**src/rtl/out_event_logger.sv**
```systemverilog
// -----------------------------------------------------------------------------
// out_event_logger
//
// Watches a 5-bit vector of upstream outputs. Whenever the vector changes, the
// logger queues an event {new vector, timestamp} in a small show-ahead FIFO
// for a downstream consumer. If the FIFO cannot take an event, the event is
// dropped and a sticky overflow flag is raised.
//
// Configuration macro: OUT_EVENT_LOGGER_TS_EN
//   defined   - a free-running TS_W-bit counter is built, and each event
//               stores the counter value seen at its capture edge.
//   undefined - no counter and no timestamp storage are built; the timestamp
//               field of evt_data reads as zero. Port widths do not change.
//
// Ports
//   clk        in   1        sole clock, rising edge
//   rst_n      in   1        asynchronous active-low reset
//   obs_in     in   5        observed upstream outputs (out1..out5 on bits 0..4)
//   clr_ovf    in   1        pulse that clears overflow (a drop on the same edge wins)
//   evt_valid  out  1        FIFO head holds an event
//   evt_ready  in   1        consumer accepts the head event
//   evt_data   out  5+TS_W   head event: vector [TS_W+4:TS_W], timestamp [TS_W-1:0]
//   evt_count  out  CNT_W    FIFO occupancy, 0..DEPTH
//   overflow   out  1        sticky: at least one event was dropped
// -----------------------------------------------------------------------------
module out_event_logger #(
    parameter int DEPTH = 4,
    parameter int TS_W  = 11,
    parameter int CNT_W = 3
) (
    input  logic              clk,
    input  logic              rst_n,
    input  logic [4:0]        obs_in,
    input  logic              clr_ovf,
    output logic              evt_valid,
    input  logic              evt_ready,
    output logic [TS_W+4:0]   evt_data,
    output logic [CNT_W-1:0]  evt_count,
    output logic              overflow
);

    localparam int PTR_W = (DEPTH > 1) ? $clog2(DEPTH) : 1;

`ifdef OUT_EVENT_LOGGER_TS_EN
    localparam int ENTRY_W = 5 + TS_W;
`else
    localparam int ENTRY_W = 5;
`endif

    logic [4:0]         prev_r;
    logic [ENTRY_W-1:0] mem_r [DEPTH];
    logic [PTR_W-1:0]   wr_ptr_r;
    logic [PTR_W-1:0]   rd_ptr_r;
    logic [CNT_W-1:0]   count_r;
    logic               overflow_r;

    logic               change_s;
    logic               pop_s;
    logic               full_s;
    logic               push_s;
    logic               drop_s;
    logic [CNT_W-1:0]   count_nxt_s;
    logic               overflow_nxt_s;
    logic [ENTRY_W-1:0] wr_entry_s;

`ifdef OUT_EVENT_LOGGER_TS_EN
    logic [TS_W-1:0]    ts_r;

    // Free-running timestamp; wraps naturally from all-ones to zero.
    always_ff @(posedge clk or negedge rst_n) begin
        if (!rst_n) begin
            ts_r <= {TS_W{1'b0}};
        end else begin
            ts_r <= ts_r + TS_W'(1);
        end
    end

    // ts_r is sampled before its increment, so the event carries the value
    // that was current at its capture edge.
    assign wr_entry_s = {obs_in, ts_r};
    assign evt_data   = mem_r[rd_ptr_r];
`else
    assign wr_entry_s = obs_in;
    assign evt_data   = {mem_r[rd_ptr_r], {TS_W{1'b0}}};
`endif

    // Handshake, change detection and acceptance decisions.
    always_comb begin
        change_s = 1'b0;
        pop_s    = 1'b0;
        full_s   = 1'b0;
        push_s   = 1'b0;
        drop_s   = 1'b0;
        change_s = (obs_in != prev_r);
        pop_s    = (count_r != {CNT_W{1'b0}}) && evt_ready;
        full_s   = (count_r == CNT_W'(DEPTH));
        // A full FIFO still accepts when the head leaves on the same edge.
        if (change_s && (!full_s || pop_s)) begin
            push_s = 1'b1;
        end else begin
            push_s = 1'b0;
        end
        if (change_s && full_s && !pop_s) begin
            drop_s = 1'b1;
        end else begin
            drop_s = 1'b0;
        end
    end

    // Next occupancy and next overflow flag.
    always_comb begin
        count_nxt_s    = count_r;
        overflow_nxt_s = overflow_r;
        case ({push_s, pop_s})
            2'b10:   count_nxt_s = count_r + CNT_W'(1);
            2'b01:   count_nxt_s = count_r - CNT_W'(1);
            default: count_nxt_s = count_r;
        endcase
        // A drop on the same edge as a clear keeps the flag set.
        if (drop_s) begin
            overflow_nxt_s = 1'b1;
        end else if (clr_ovf) begin
            overflow_nxt_s = 1'b0;
        end else begin
            overflow_nxt_s = overflow_r;
        end
    end

    // Previous-vector register, pointers, occupancy and overflow state.
    always_ff @(posedge clk or negedge rst_n) begin
        if (!rst_n) begin
            prev_r     <= 5'b00000;
            wr_ptr_r   <= {PTR_W{1'b0}};
            rd_ptr_r   <= {PTR_W{1'b0}};
            count_r    <= {CNT_W{1'b0}};
            overflow_r <= 1'b0;
        end else begin
            prev_r     <= obs_in;
            count_r    <= count_nxt_s;
            overflow_r <= overflow_nxt_s;
            // DEPTH is a power of two, so pointer overflow is the modulo wrap.
            if (push_s) begin
                wr_ptr_r <= wr_ptr_r + PTR_W'(1);
            end
            if (pop_s) begin
                rd_ptr_r <= rd_ptr_r + PTR_W'(1);
            end
        end
    end

    // Event storage; contents are meaningless outside the occupied window.
    always_ff @(posedge clk) begin
        if (push_s) begin
            mem_r[wr_ptr_r] <= wr_entry_s;
        end
    end

    assign evt_valid = (count_r != {CNT_W{1'b0}});
    assign evt_count = count_r;
    assign overflow  = overflow_r;

endmodule

```
**config.mk**
```make
export PLATFORM = sky130hd
export DESIGN_NAME = out_event_logger
export DESIGN_NICKNAME = d
export VERILOG_FILES = /design/src/rtl/out_event_logger.sv
export SDC_FILE = /design/constraint.sdc
export NUM_CORES = 1
export LEC_CHECK = 0
export BUFFER_PORTS_ARGS = -buffer_cell sky130_fd_sc_hd__buf_4
export CORE_UTILIZATION = 30
export CTS_CLUSTER_DIAMETER = 50
export DETAILED_ROUTE_END_ITERATION = 8
export PLACE_DENSITY = 0.5
export SYNTH_ARGS = -nofsm -noshare
export SYNTH_HDL_FRONTEND = slang
export SYNTH_SLANG_ARGS = --single-unit
```
**constraint.sdc**
```tcl
create_clock -name clk -period 2.5 [get_ports clk]
set_clock_uncertainty 0.05 [all_clocks]
set_input_delay 0.125 -clock clk [delete_from_list [all_inputs] [get_ports clk]]
set_output_delay 0.125 -clock clk [all_outputs]
set_load 0.01 [all_outputs]
```
After elaboration in Yosys (flattened, before gate mapping)
Memories as Yosys holds them, arrays and structs flattened.
Index checks and enable logic that the tools add are counted.

cells by class
  reduce and logical (&&, ||, !) cells = 10
  eq/ne operators = 4
  add/sub/neg operators = 4
  multiplexer cells = 7

operator list
  kind                 count
  $mux 1               6
  $pmux 3 s2           1
  $ne 5x5->1           1
  $add 2x1->2 const B  2
  $logic_and 1x1->1    4
  $reduce_bool 2->1    2
  $add 3x1->3 const B  1
  $eq 3x3->1 const B   1
  $reduce_bool 3->1    1
  $sub 3x1->3 const B  1
  $eq 2x1->1 const B   1
  $eq 2x2->1 const B   1
  $logic_not 1->1      2
  $logic_or 1x1->1     1

storage, ports and cells
  bits in registers = 13
  output and inout port bits = 21
  memories = 1
  RAM bits = 20

memory list
  memory  words  bits a word  read ports  clocked after memory_dff  write ports  line  text
  mem_r   4      5            1           0                         1            51    logic [ENTRY_W-1:0] mem_r [DEPTH];

Logic depth before layout (Yosys ltp)
Gate-level depths: netlist of the first run.

  depth after elaboration = 7
  depth in mapped cells = 8
  mapped depth without buffers = 8

Least setup slack after synthesis of the first run
OpenSTA, ideal clock, no wires.

  path type = reg2reg
  start point = reg count_r[0] (netlist: evt_count[0])
  end point = reg count_r[1] (netlist: evt_count[1])
  setup slack = 0.467 ns
  stages on the path, launching flop included = 6
  arrival = 1.855 ns
  cells stage by stage = dfrtp_1 -> or3_4 -> nand2_4 -> nor4_4 -> fa_1 -> mux2_1

between the ends
  word-level cells in the longest chain between the ends = 7

RTL lines
  what                                             line  text
  start: declaration                               54    logic [CNT_W-1:0] count_r;
  start signal: assignment                         135   count_r <= {CNT_W{1'b0}};
  start signal: assignment                         139   count_r <= count_nxt_s;
  $reduce_bool 3->1 *                              -
  named net evt_valid                              35    output logic evt_valid,
  $logic_and 1x1->1 *                              95    pop_s = (count_r != {CNT_W{1'b0}}) && evt_ready;
  $logic_or 1x1->1                                 98    if (change_s && (!full_s || pop_s)) begin
  $logic_and 1x1->1                                98
  $mux 1                                           98
  $eq 2x1->1 / $eq 2x2->1 (equally long branches)  114   case ({push_s, pop_s})
  $pmux 3 s2 *                                     114
  named net count_nxt_s[1]                         62    logic [CNT_W-1:0] count_nxt_s;

Mark *: on every way through the listed nets, which the timed path passes. The rest lies on a longest branch.
A chain may end at the register's enable or synchronous reset.

Worst setup path after layout of the first run
  start point = in obs_in[3]
  end point = reg count_r[1] (netlist: evt_count[1])

between the ends
  word-level cells in the longest chain between the ends = 5

RTL lines
  what                                             line  text
  start: declaration                               33    input logic [4:0] obs_in,
  $ne 5x5->1 *                                     94    change_s = (obs_in != prev_r);
  $logic_and 1x1->1 *                              98
  $mux 1 *                                         98
  $eq 2x1->1 / $eq 2x2->1 (equally long branches)  114
  $pmux 3 s2 *                                     114
  named net count_nxt_s[1]                         62

Marks and branches as above.

==> flow_summary_export.csv, run 1 <==
group,metric,value,unit
placed_design,gp_congestion,0.7341,
yosys,synth_cell_types,38,
worst_setup_path,crit_buf_inv,2,
clocking,clock-root-buffer,"clkbuf_8",
routing,via_per_inst,4.507,
worst_setup_path,path_class,"in -> reg",
sta,maxSlewViolCount,0,
yosys,synth-edff-count,20,
yosys,syn_inst,107,
yosys,synthSimpleGateAreaFrac,12.67,%
finish,final_common_cell,"edfxtp_1",
yosys,yosysSeqAreaShare,58.22,%
finish,fin_area,1946,um^2
power_and_ir_drop,combPwrFrac,32.6,%
clocking,cts.sinks,33,
power_and_ir_drop,finalPower,2.140,mW
power_and_ir_drop,p_leak,0.7537,nW
worst_setup_path,cp_max_fo,7,
sta,min_period,2.079,ns
clocking,clock_latency,0.29,ns
yosys,synth_top_flop_cell,"edfxtp_1",
yosys,synth_xor_area_share,3.304,%
power_and_ir_drop,power.switching,0.6915,mW
routing,totalWireLength,2.820,mm
power_and_ir_drop,power_frac_seq,43.6,%
routing,wire_per_inst,13.62,um
worst_setup_path,critical_path.cell_chain,"dlygate4sd3_1 -> buf_4 -> nand2b_1 -> o2111ai_2 -> nor4_4 -> fa_1 -> mux2_1",
yosys,synth-seq-cells,33,
global_route,antenna_found_initial,0,
clocking,htree_levels,2,
yosys,ys_warn_count,0,
floorplanning,die-area,5596,um^2
worst_setup_path,arrival,2.21,ns
power_and_ir_drop,ir_drop,0.2840,mV
finish,antenna_cells,0,
worst_setup_path,worst_path_max_delay_cell,"dlygate4sd3_1",
floorplanning,coreArea,5107,um^2
run,cap_violations,0,
worst_setup_path,end_kind,"flop",
yosys,synth_top_family_by_area,"simple AND/OR/NAND/NOR gates",
worst_setup_path,crit_family,"buffers and inverters",
floorplanning,die_h,74.81,um
floorplanning,ios,30,
power_and_ir_drop,switching_share,32.31,%
yosys,synth.area.mux_share,8.419,%
run_status,outcome,"finished, final reports clean",
global_route,grt_overflow_total,0,
sta,hold_viol_final,0,
clocking,hold_buffers,7,
clocking,post_cts_buffers,0,
placed_design,dpl.hpwl,1.944,mm
floorplanning,start_util,31.14,%
routing,vias,933,
routing,drt-initial-drc-count,64,
placed_design,place_area,1760,um^2
routing,drt-pass1-iter-count,4,
global_route,grt_pass1_vias,912,
finish,multi_input_comb_area,593.1,um^2
clocking,cts_tree,"built",
sta,fmax,481.1,MHz
power_and_ir_drop,internal-power,1.449,mW
yosys,synthArstFlopShare,39.39,%
finish,layout-drive-gt1-share,28.47,%
sta,rsz0062_at_grt,"false",
finish,nets,150,
routing,ant_nets,0,
finish,fillers,509,
worst_setup_path,critPathLaunchType,"primary input",
yosys,synth_fa_ha_area_share,4.406,%
sta,period_share,83.14,%
sta,tns,0,ns
routing,drc,0,
clocking,clk_pin_slew_worst_paths,0.07,ns
worst_setup_path,worstPathRequired,2.63,ns
global_route,grt_max_degree,14,
worst_setup_path,slowest_delay,0.53,ns
worst_hold_path,hold_path.class,"in -> reg",
global_route,grt_pass1_wl,4.416,mm
clocking,post_cts_resized,0,
power_and_ir_drop,clkPwrFrac,23.8,%
finish,seqCellArea,925.9,um^2
clocking,cts.path.max_buffers,2,
yosys,synth-compound-area-share,5.901,%
floorplanning,die_w,74.81,um
yosys,syn_area_per_cell,14.86,um^2
sta,final-setup-viol-count,0,
finish,mostFrequentLayoutCells,"20 x edfxtp_1, 18 x buf_4, 13 x dfrtp_1",
finish,area_growth,22.34,%
global_route,track_usage,11.65,%
floorplanning,rows,26,
power_and_ir_drop,power_density,1100,nW/um^2
placed_design,io_buffers,18,
clocking,cts_made_buffers,5,
yosys,synth_area,1590,um^2
power groups by stage:
stage	registers (mW)	clock network [mW]	logic, mW
finish	0.932	0.510	0.698
floorplan	0.880	0	0.490
global placement	0.939	0	0.696
detailed placement	0.950	0	0.703
CTS	0.939	0.526	0.717
global route	0.958	0.548	0.789
cells by family (layout without fill, tap and decap cells):
logic type,count (synthesis),count (layout)
AO/OA/AOI/OAI,10,10
flip-flops,33,33
AND/OR/NAND/NOR,27,27
multiplexers,7,7
XOR/XNOR,6,6
other,1,11
buffers and inverters,18,38
adder cells (fa/ha/maj),5,5
flip-flops by register name (all words and copies together), names as in the netlist:
register / count
mem_r: 20
wr_ptr_r: 2
prev_r: 5
overflow: 1
evt_count: 3
rd_ptr_r: 2
stage by stage:
step	util [%]	setup slack, ns	std cells	hold slack, ns
floorplan	-	0.4669	117	-0.2206
global placement	34.47	0.4623	192	-0.06660
detailed placement	34.47	0.4293	192	-0.06332
CTS	38.09	0.4072	207	0.1102
global route	38.09	0.3282	207	0.1250
finish	38.09	0.4214	207	0.1135
synthesized netlist by cell type (2+ instances only):
master	number	area (um^2)
inv_1	5	18.77
dfrtp_1	13	325.3
nand3_1	2	10.01
buf_4	11	82.58
and2_1	4	25.02
nand2_1	3	11.26
ha_1	4	50.05
mux4_2	5	112.6
edfxtp_1	20	600.6
nand2b_1	7	43.79
o21ai_0	2	10.01
xnor2_1	5	43.79
worst reg2reg max path, cell delays in order (launching register included):
cell     delay, ns
dfrtp_1       0.52
or3_4         0.22
nand2_4       0.07
nor4_4        0.36
fa_1          0.46
mux2_1        0.28
path summary, 6_finish.rpt:
check	slack [ns]	cells after the start	startpoint	endpoint
min in group asynchronous	0.16	2	rst_n	evt_count[1]
min reg2reg	0.49	2	overflow	overflow
max reg2reg	0.43	5	evt_count[0]	evt_count[1]
min	0.11	3	evt_ready	rd_ptr_r[1]
max	0.42	7	obs_in[3]	evt_count[1]
max in group asynchronous	2.07	2	rst_n	prev_r[1]
area by class of cell:
type	count	share of cell area, %
clock buffers	5	3.537
clock inverters	3	2.379
inverters	5	0.9646
multi-input cells	66	30.48
flip-flops and latches	33	47.59
well taps	70	4.502
repair buffers	25	10.55
layer usage:
layer  vias to the layer above  GRT usage (%)  share of wire (%)
li1                        429              -                  -
met1                       467          13.68                 42
met2                        24          17.82                 51
met3                        13          3.079                3.7
met4                         0          9.853                3.5
met5                         -              0                  0
Note: power is estimated with default switching activity, not from simulation.
==> inputs of run 2 (changes only) <==
--- a/config.mk
+++ b/config.mk
@@ -5,11 +5,12 @@
 export SDC_FILE = /design/constraint.sdc
 export NUM_CORES = 1
 export LEC_CHECK = 0
+export ABC_AREA = 1
 export BUFFER_PORTS_ARGS = -buffer_cell sky130_fd_sc_hd__buf_4
 export CORE_UTILIZATION = 30
 export CTS_CLUSTER_DIAMETER = 50
 export DETAILED_ROUTE_END_ITERATION = 8
-export PLACE_DENSITY = 0.5
+export PLACE_DENSITY = 0.51
 export SYNTH_ARGS = -nofsm -noshare
 export SYNTH_HDL_FRONTEND = slang
 export SYNTH_SLANG_ARGS = --single-unit
==> constraint.sdc (replaced) <==
create_clock -name clk -period 2.1 [get_ports clk]
set_clock_uncertainty 0.05 [all_clocks]
set_input_delay 0.105 -clock clk [delete_from_list [all_inputs] [get_ports clk]]
set_output_delay 0.105 -clock clk [all_outputs]
set_load 0.01 [all_outputs]
==> run 2 against run 1 <==
  * Area after synthesis is 1.2% lower
  * Largest power group unchanged
  * Sequential cell count unchanged
  * Highest routed layer unchanged
  * Sequential share of layout area increased by 0.62 points
==> flow_summary_export.csv, run 2 <==
group,metric,value,unit
sta,min_period,1.925,ns
power_and_ir_drop,ir_drop,0.5536,mV
power_and_ir_drop,combPwrFrac,39.5,%
sta,hold_slack,0.1452,ns
worst_setup_path,critPathLaunchType,"flop",
clocking,clock-root-buffer,"clkbuf_8",
finish,layout-drive-gt1-share,21.43,%
routing,drt-initial-drc-count,34,
floorplanning,die_h,74.38,um
clocking,cts_made_buffers,5,
floorplanning,rows,25,
power_and_ir_drop,power_frac_seq,42.9,%
sta,tns,0,ns
yosys,synth_common_cells,"20 x edfxtp_1, 20 x inv_1, 20 x nor2_1",
global_route,antenna_found_initial,0,
worst_setup_path,path_class,"reg -> reg",
clocking,cts.path.max_buffers,2,
global_route,grt_pass1_wl,4.602,mm
sta,hold_viol_final,0,
global_route,track_usage,11.58,%
worst_setup_path,cp_max_fo,5,
sta,rsz0062_at_grt,"false",
yosys,syn_area_per_cell,10.62,um^2
power_and_ir_drop,finalPower,2.560,mW
finish,area_growth,22.21,%
worst_setup_path,worstPathRequired,2.28,ns
finish,final_common_cell,"buf_4",
routing,totalWireLength,2.815,mm
clocking,cts.sinks,33,
clocking,htree_levels,2,
floorplanning,die_w,74.38,um
routing,ant_nets,0,
global_route,grt_max_degree,14,
clocking,clk_pin_slew_worst_paths,0.07,ns
floorplanning,ios,30,
global_route,grt_pass1_vias,1005,
power_and_ir_drop,p_leak,0.8705,nW
floorplanning,die-area,5532,um^2
finish,antenna_cells,0,
power_and_ir_drop,switching_share,37.08,%
power_and_ir_drop,internal-power,1.611,mW
finish,largest-register,"mem_r",
finish,largest_register_ffs,20,
placed_design,io_buffers,18,
yosys,synthArstFlopShare,39.39,%
finish,fillers,506,
yosys,synth_top_cell_area_share,38.22,%
yosys,synth_cell_types,27,
clocking,cts_tree,"built",
yosys,synth.area.top_cells,"edfxtp_1 38%, dfrtp_1 21%, buf_4 5.3%, inv_1 4.8%, nor2_1 4.8%",
finish,nets,195,
placed_design,gp_congestion,0.7484,
routing,wire_per_inst,11.31,um
power_and_ir_drop,power.switching,0.9492,mW
routing,vias,1032,
yosys,synth-edff-count,20,
clocking,clock_latency,0.28,ns
sta,final-setup-viol-count,0,
yosys,synth_top_area_cell,"edfxtp_1",
yosys,synth_top_flop_cell,"edfxtp_1",
worst_setup_path,arrival,2.10,ns
yosys,ys_warn_count,0,
routing,via_per_inst,4.145,
routing,drc,0,
finish,finish.utilization,39.36,%
power_and_ir_drop,power_density,1333,nW/um^2
worst_setup_path,end_kind,"flop",
global_route,grt_overflow_total,0,
run,cap_violations,0,
power_and_ir_drop,clkPwrFrac,17.6,%
placed_design,dpl.hpwl,1.981,mm
sta,period_share,91.67,%
sta,maxSlewViolCount,0,
yosys,synth_area,1572,um^2
yosys,syn_inst,148,
yosys,synth-seq-cells,33,
floorplanning,coreArea,4880,um^2
routing,drt-pass1-iter-count,4,
yosys,yosysSeqAreaShare,58.92,%
floorplanning,start_util,32.21,%
finish,mostFrequentLayoutCells,"22 x buf_4, 20 x inv_1, 20 x nor2_1, 20 x edfxtp_1, 17 x nand2_1",
run_status,outcome,"finished, final reports clean",
worst_hold_path,hold_path.class,"in -> async",
sta,fmax,519.5,MHz
run 2: changes by cell type in the layout (fill, tap and decap cells not counted), moves of 5 or more:
cell,delta
inv_1,+15
mux4_2,-5
nand2_1,+14
nand2b_1,-7
nor2_1,+20
o21ai_0,+9
o22ai_1,+5
run 2: final cells by class:
| cell class | count | area [um^2] | share of cell area [%] |
|---|---|---|---|
| clock buffer | 6 | 72.57 | 3.779 |
| inverter | 21 | 81.33 | 4.235 |
| multi-input combinational | 91 | 511.7 | 26.64 |
| sequential | 33 | 925.9 | 48.21 |
| clock inverter | 2 | 10.01 | 0.5212 |
| timing repair buffer | 29 | 235.2 | 12.25 |
| tap | 67 | 83.83 | 4.365 |
run 2: metal layers:
metal	part of all wire [%]	track usage (%)	vias up
li1	-	-	523
met1	48	15.63	474
met2	46	17.22	27
met3	3.4	2.846	8
met4	2.3	6.080	0
met5	0	0	-
run 2: path summary, 6_finish.rpt:
kind	startpoint	endpoint	slack (ns)	depth (start not counted)
max in group asynchronous	rst_n	prev_r[1]	1.69	2
worst min register to register	overflow	overflow	0.48	2
worst max register to register	evt_count[1]	evt_count[2]	0.17	12
min in group clk	evt_ready	overflow	0.16	4
worst min-delay path	rst_n	overflow	0.15	2
worst max-delay path	evt_count[1]	evt_count[2]	0.17	12
run 2: power by group through the flow:
stage | registers, mW | clock network, mW | logic (mW)
floorplan | 1.07 | 0 | 0.624
global placement | 1.10 | 0 | 1.01
detailed placement | 1.11 | 0 | 1.02
CTS | 1.10 | 0.462 | 1.03
global route | 1.13 | 0.491 | 1.16
finish | 1.10 | 0.451 | 1.01
run 2: cells by family after synthesis:
| group | Yosys count | share of synthesized area, % |
|---|---|---|
| flip-flops | 33 | 58.92 |
| AO/OA/AOI/OAI | 18 | 6.847 |
| adder cells (fa/ha/maj) | 5 | 4.459 |
| buffers and inverters | 34 | 10.91 |
| other | 1 | 0.2386 |
| AND/OR/NAND/NOR | 53 | 16.40 |
| XOR/XNOR | 4 | 2.230 |
run 2: critical path, stage by stage (launching register included):
cell,delay [ns]
dfrtp_1,0.45
nor2_4,0.16
nand2_2,0.08
nand2_4,0.10
inv_4,0.06
nand4_2,0.11
inv_1,0.06
fa_1,0.41
inv_1,0.10
nand4_1,0.09
nand3_1,0.10
nand2_1,0.05
inv_1,0.04
run 2: what timing repair did:
item	CTS	global route
buffers inserted	0	0
hold buffers	7	0
resized for setup	0	0
endpoints found under the hold margin	27	0
run 2: stage by stage:
stage / area, um^2 / setup WS, ns / std cells
after global placement: 1768 / 0.2593 / 234
after detailed placement: 1768 / 0.2027 / 234
after floorplan: 1609 / 0.2726 / 158
final: 1921 / 0.1749 / 249
after global routing: 1921 / 0.04899 / 249
after CTS: 1921 / 0.1752 / 249
==> inputs of run 3 (changes only) <==
--- a/config.mk
+++ b/config.mk
@@ -6,11 +6,12 @@
 export NUM_CORES = 1
 export LEC_CHECK = 0
 export ABC_AREA = 1
-export BUFFER_PORTS_ARGS = -buffer_cell sky130_fd_sc_hd__buf_4
+export CORE_ASPECT_RATIO = 2
 export CORE_UTILIZATION = 30
 export CTS_CLUSTER_DIAMETER = 50
 export DETAILED_ROUTE_END_ITERATION = 8
-export PLACE_DENSITY = 0.51
+export DONT_BUFFER_PORTS = 1
+export PLACE_DENSITY = 0.46
 export SYNTH_ARGS = -nofsm -noshare
 export SYNTH_HDL_FRONTEND = slang
 export SYNTH_SLANG_ARGS = --single-unit
==> constraint.sdc (replaced) <==
create_clock -name clk -period 2.1 [get_ports clk]
set_clock_uncertainty 0.05 [all_clocks]
set_input_delay 0.21 -clock clk [delete_from_list [all_inputs] [get_ports clk]]
set_output_delay 0.21 -clock clk [all_outputs]
set_load 0.01 [all_outputs]
==> run 3 against run 2 <==
  * Setup slack improved by 0.033 ns
  * Utilization down 2.8 points
  * Non-clock buffer count fell by 16
  * Total power decreased by 1.7%
  * Clock power is 25% higher
  * Combinational power is 14% lower
  * Die area up 0.32%
  * Largest cell class unchanged
==> flow_summary_export.csv, run 3 (synthesized netlist as in run 2, its figures left out) <==
group,metric,value,unit
routing,totalWireLength,3.050,mm
sta,hold_viol_final,0,
global_route,grt_overflow_total,0,
finish,largest_register_ffs,20,
clocking,clock-root-buffer,"clkbuf_8",
routing,drc,0,
clocking,cts.sinks,33,
worst_hold_path,hold_path.class,"in -> reg",
finish,layout-drive-gt1-share,13.25,%
routing,ant_nets,0,
floorplanning,rows,36,
worst_setup_path,crit_top_cell,"inv_1",
sta,hold_slack,0.1649,ns
global_route,antenna_found_initial,0,
power_and_ir_drop,power_density,1389,nW/um^2
routing,drt-pass1-iter-count,4,
floorplanning,die_w,53.18,um
finish,stdcell_count,223,
placed_design,post-place-ws,0.2091,ns
worst_setup_path,slowest_delay,0.45,ns
power_and_ir_drop,p_leak,0.8014,nW
worst_setup_path,r2r-start,"evt_count[2]",
clocking,post_cts_resized,0,
sta,tns,0,ns
floorplanning,coreArea,4955,um^2
sta,min_period,1.892,ns
finish,nets,179,
finish,largest-register,"mem_r",
global_route,grt_max_degree,14,
finish,mostFrequentLayoutCells,"20 x inv_1, 20 x nor2_1, 20 x edfxtp_1",
worst_hold_path,hold_start,"evt_ready",
worst_setup_path,worstPathRequired,2.27,ns
run_status,outcome,"finished, final reports clean",
clocking,clock_latency,0.27,ns
worst_setup_path,cp_max_fo,5,
clocking,cts_made_buffers,5,
global_route,grt_pass1_vias,1026,
floorplanning,die_h,104.4,um
routing,wire_per_inst,13.68,um
clocking,cts.path.max_buffers,2,
clocking,htree_levels,2,
clocking,cts_tree,"built",
worst_setup_path,critPathLaunchType,"flop",
placed_design,io_buffers,0,
floorplanning,ios,30,
clocking,hold_buffers,7,
sta,rsz0062_at_grt,"false",
finish,area_growth,15.29,%
routing,vias,985,
worst_setup_path,end_kind,"flop",
sta,final-setup-viol-count,0,
finish,antenna_cells,0,
global_route,track_usage,12.81,%
clocking,post_cts_buffers,0,
worst_setup_path,worst_path_max_delay_cell,"dfrtp_1",
placed_design,gp_congestion,0.7784,
routing,drt-initial-drc-count,19,
run,cap_violations,0,
worst_setup_path,path_class,"reg -> reg",
routing,via_per_inst,4.417,
power_and_ir_drop,ir_drop,0.8201,mV
placed_design,place_inst,208,
sta,fmax,528.5,MHz
finish,fin_area,1812,um^2
worst_setup_path,critical_path.cell_chain,"inv_1 -> nand2_2 -> nand2_4 -> inv_4 -> nand4_2 -> inv_1 -> fa_1 -> inv_1 -> nand4_1 -> nand3_1 -> nand2_1 -> inv_1",
sta,worst_slew_margin_rel,57.31,%
worst_setup_path,crit_family,"simple AND/OR/NAND/NOR gates",
finish,finish.utilization,36.57,%
worst_setup_path,crit_buf_inv,5,
clocking,clk_pin_slew_worst_paths,0.06,ns
placed_design,dpl.hpwl,2.352,mm
sta,maxSlewViolCount,0,
placed_design,place_area,1635,um^2
finish,fillers,507,
worst_setup_path,crit_start,"evt_count[2]",
floorplanning,start_util,31.72,%
global_route,grt_pass1_wl,4.857,mm
sta,period_share,90.11,%
power_and_ir_drop,finalPower,2.516,mW
sta,tightest_slew,0.6383,ns
sta,setup_slack,0.2077,ns
worst_setup_path,arrival,2.06,ns
floorplanning,die-area,5549,um^2
run 3: cell count changes in the layout (fill, tap and decap cells not counted):
cell	before	now
clkinv_2	2	0
bufinv_16	0	1
clkinv_1	0	1
buf_4	22	6
run 3: worst paths after layout:
kind / end / slack, ns / cells past startpoint
max: evt_count[2] / 0.21 / 12
min: overflow / 0.16 / 3
max reg2reg: evt_count[2] / 0.21 / 12
min reg2reg: overflow / 0.54 / 2
max in group asynchronous: wr_ptr_r[0] / 1.24 / 1
min in group asynchronous: prev_r[3] / 0.34 / 1
run 3: layout make-up:
cell class	count	area, um^2	area share, %
Inverter	21	81.33	4.489
Timing Repair Buffer	13	115.1	6.354
Multi-Input combinational cell	91	511.7	28.25
Tap cell	57	71.32	3.936
Sequential cell	33	925.9	51.10
Clock buffer	6	72.57	4.006
Clock inverter	2	33.78	1.865
run 3: power by group:
group / leakage (nW) / internal (mW) / switching (mW)
Sequential: 0.340 / 0.939 / 0.149
Combinational: 0.409 / 0.310 / 0.555
Clock: 0.0528 / 0.350 / 0.213
run 3: per-layer routing:
metal | routed length [um] | share of wire (%) | GRT usage (%) | vias up
li1 | - | - | - | 491
met1 | 959 | 31 | 10.25 | 462
met2 | 1845 | 60 | 23.96 | 23
met3 | 107 | 3.5 | 3.947 | 9
met4 | 138 | 4.5 | 8.271 | 0
met5 | 0 | 0 | 0 | -
run 3: worst register-to-register path: cells and delay by family (launching register included):
kind	cells	cell delay [ns]
flip-flops	1	0.45
AND/OR/NAND/NOR	6	0.56
adder cells (fa/ha/maj)	1	0.40
buffers and inverters	5	0.37
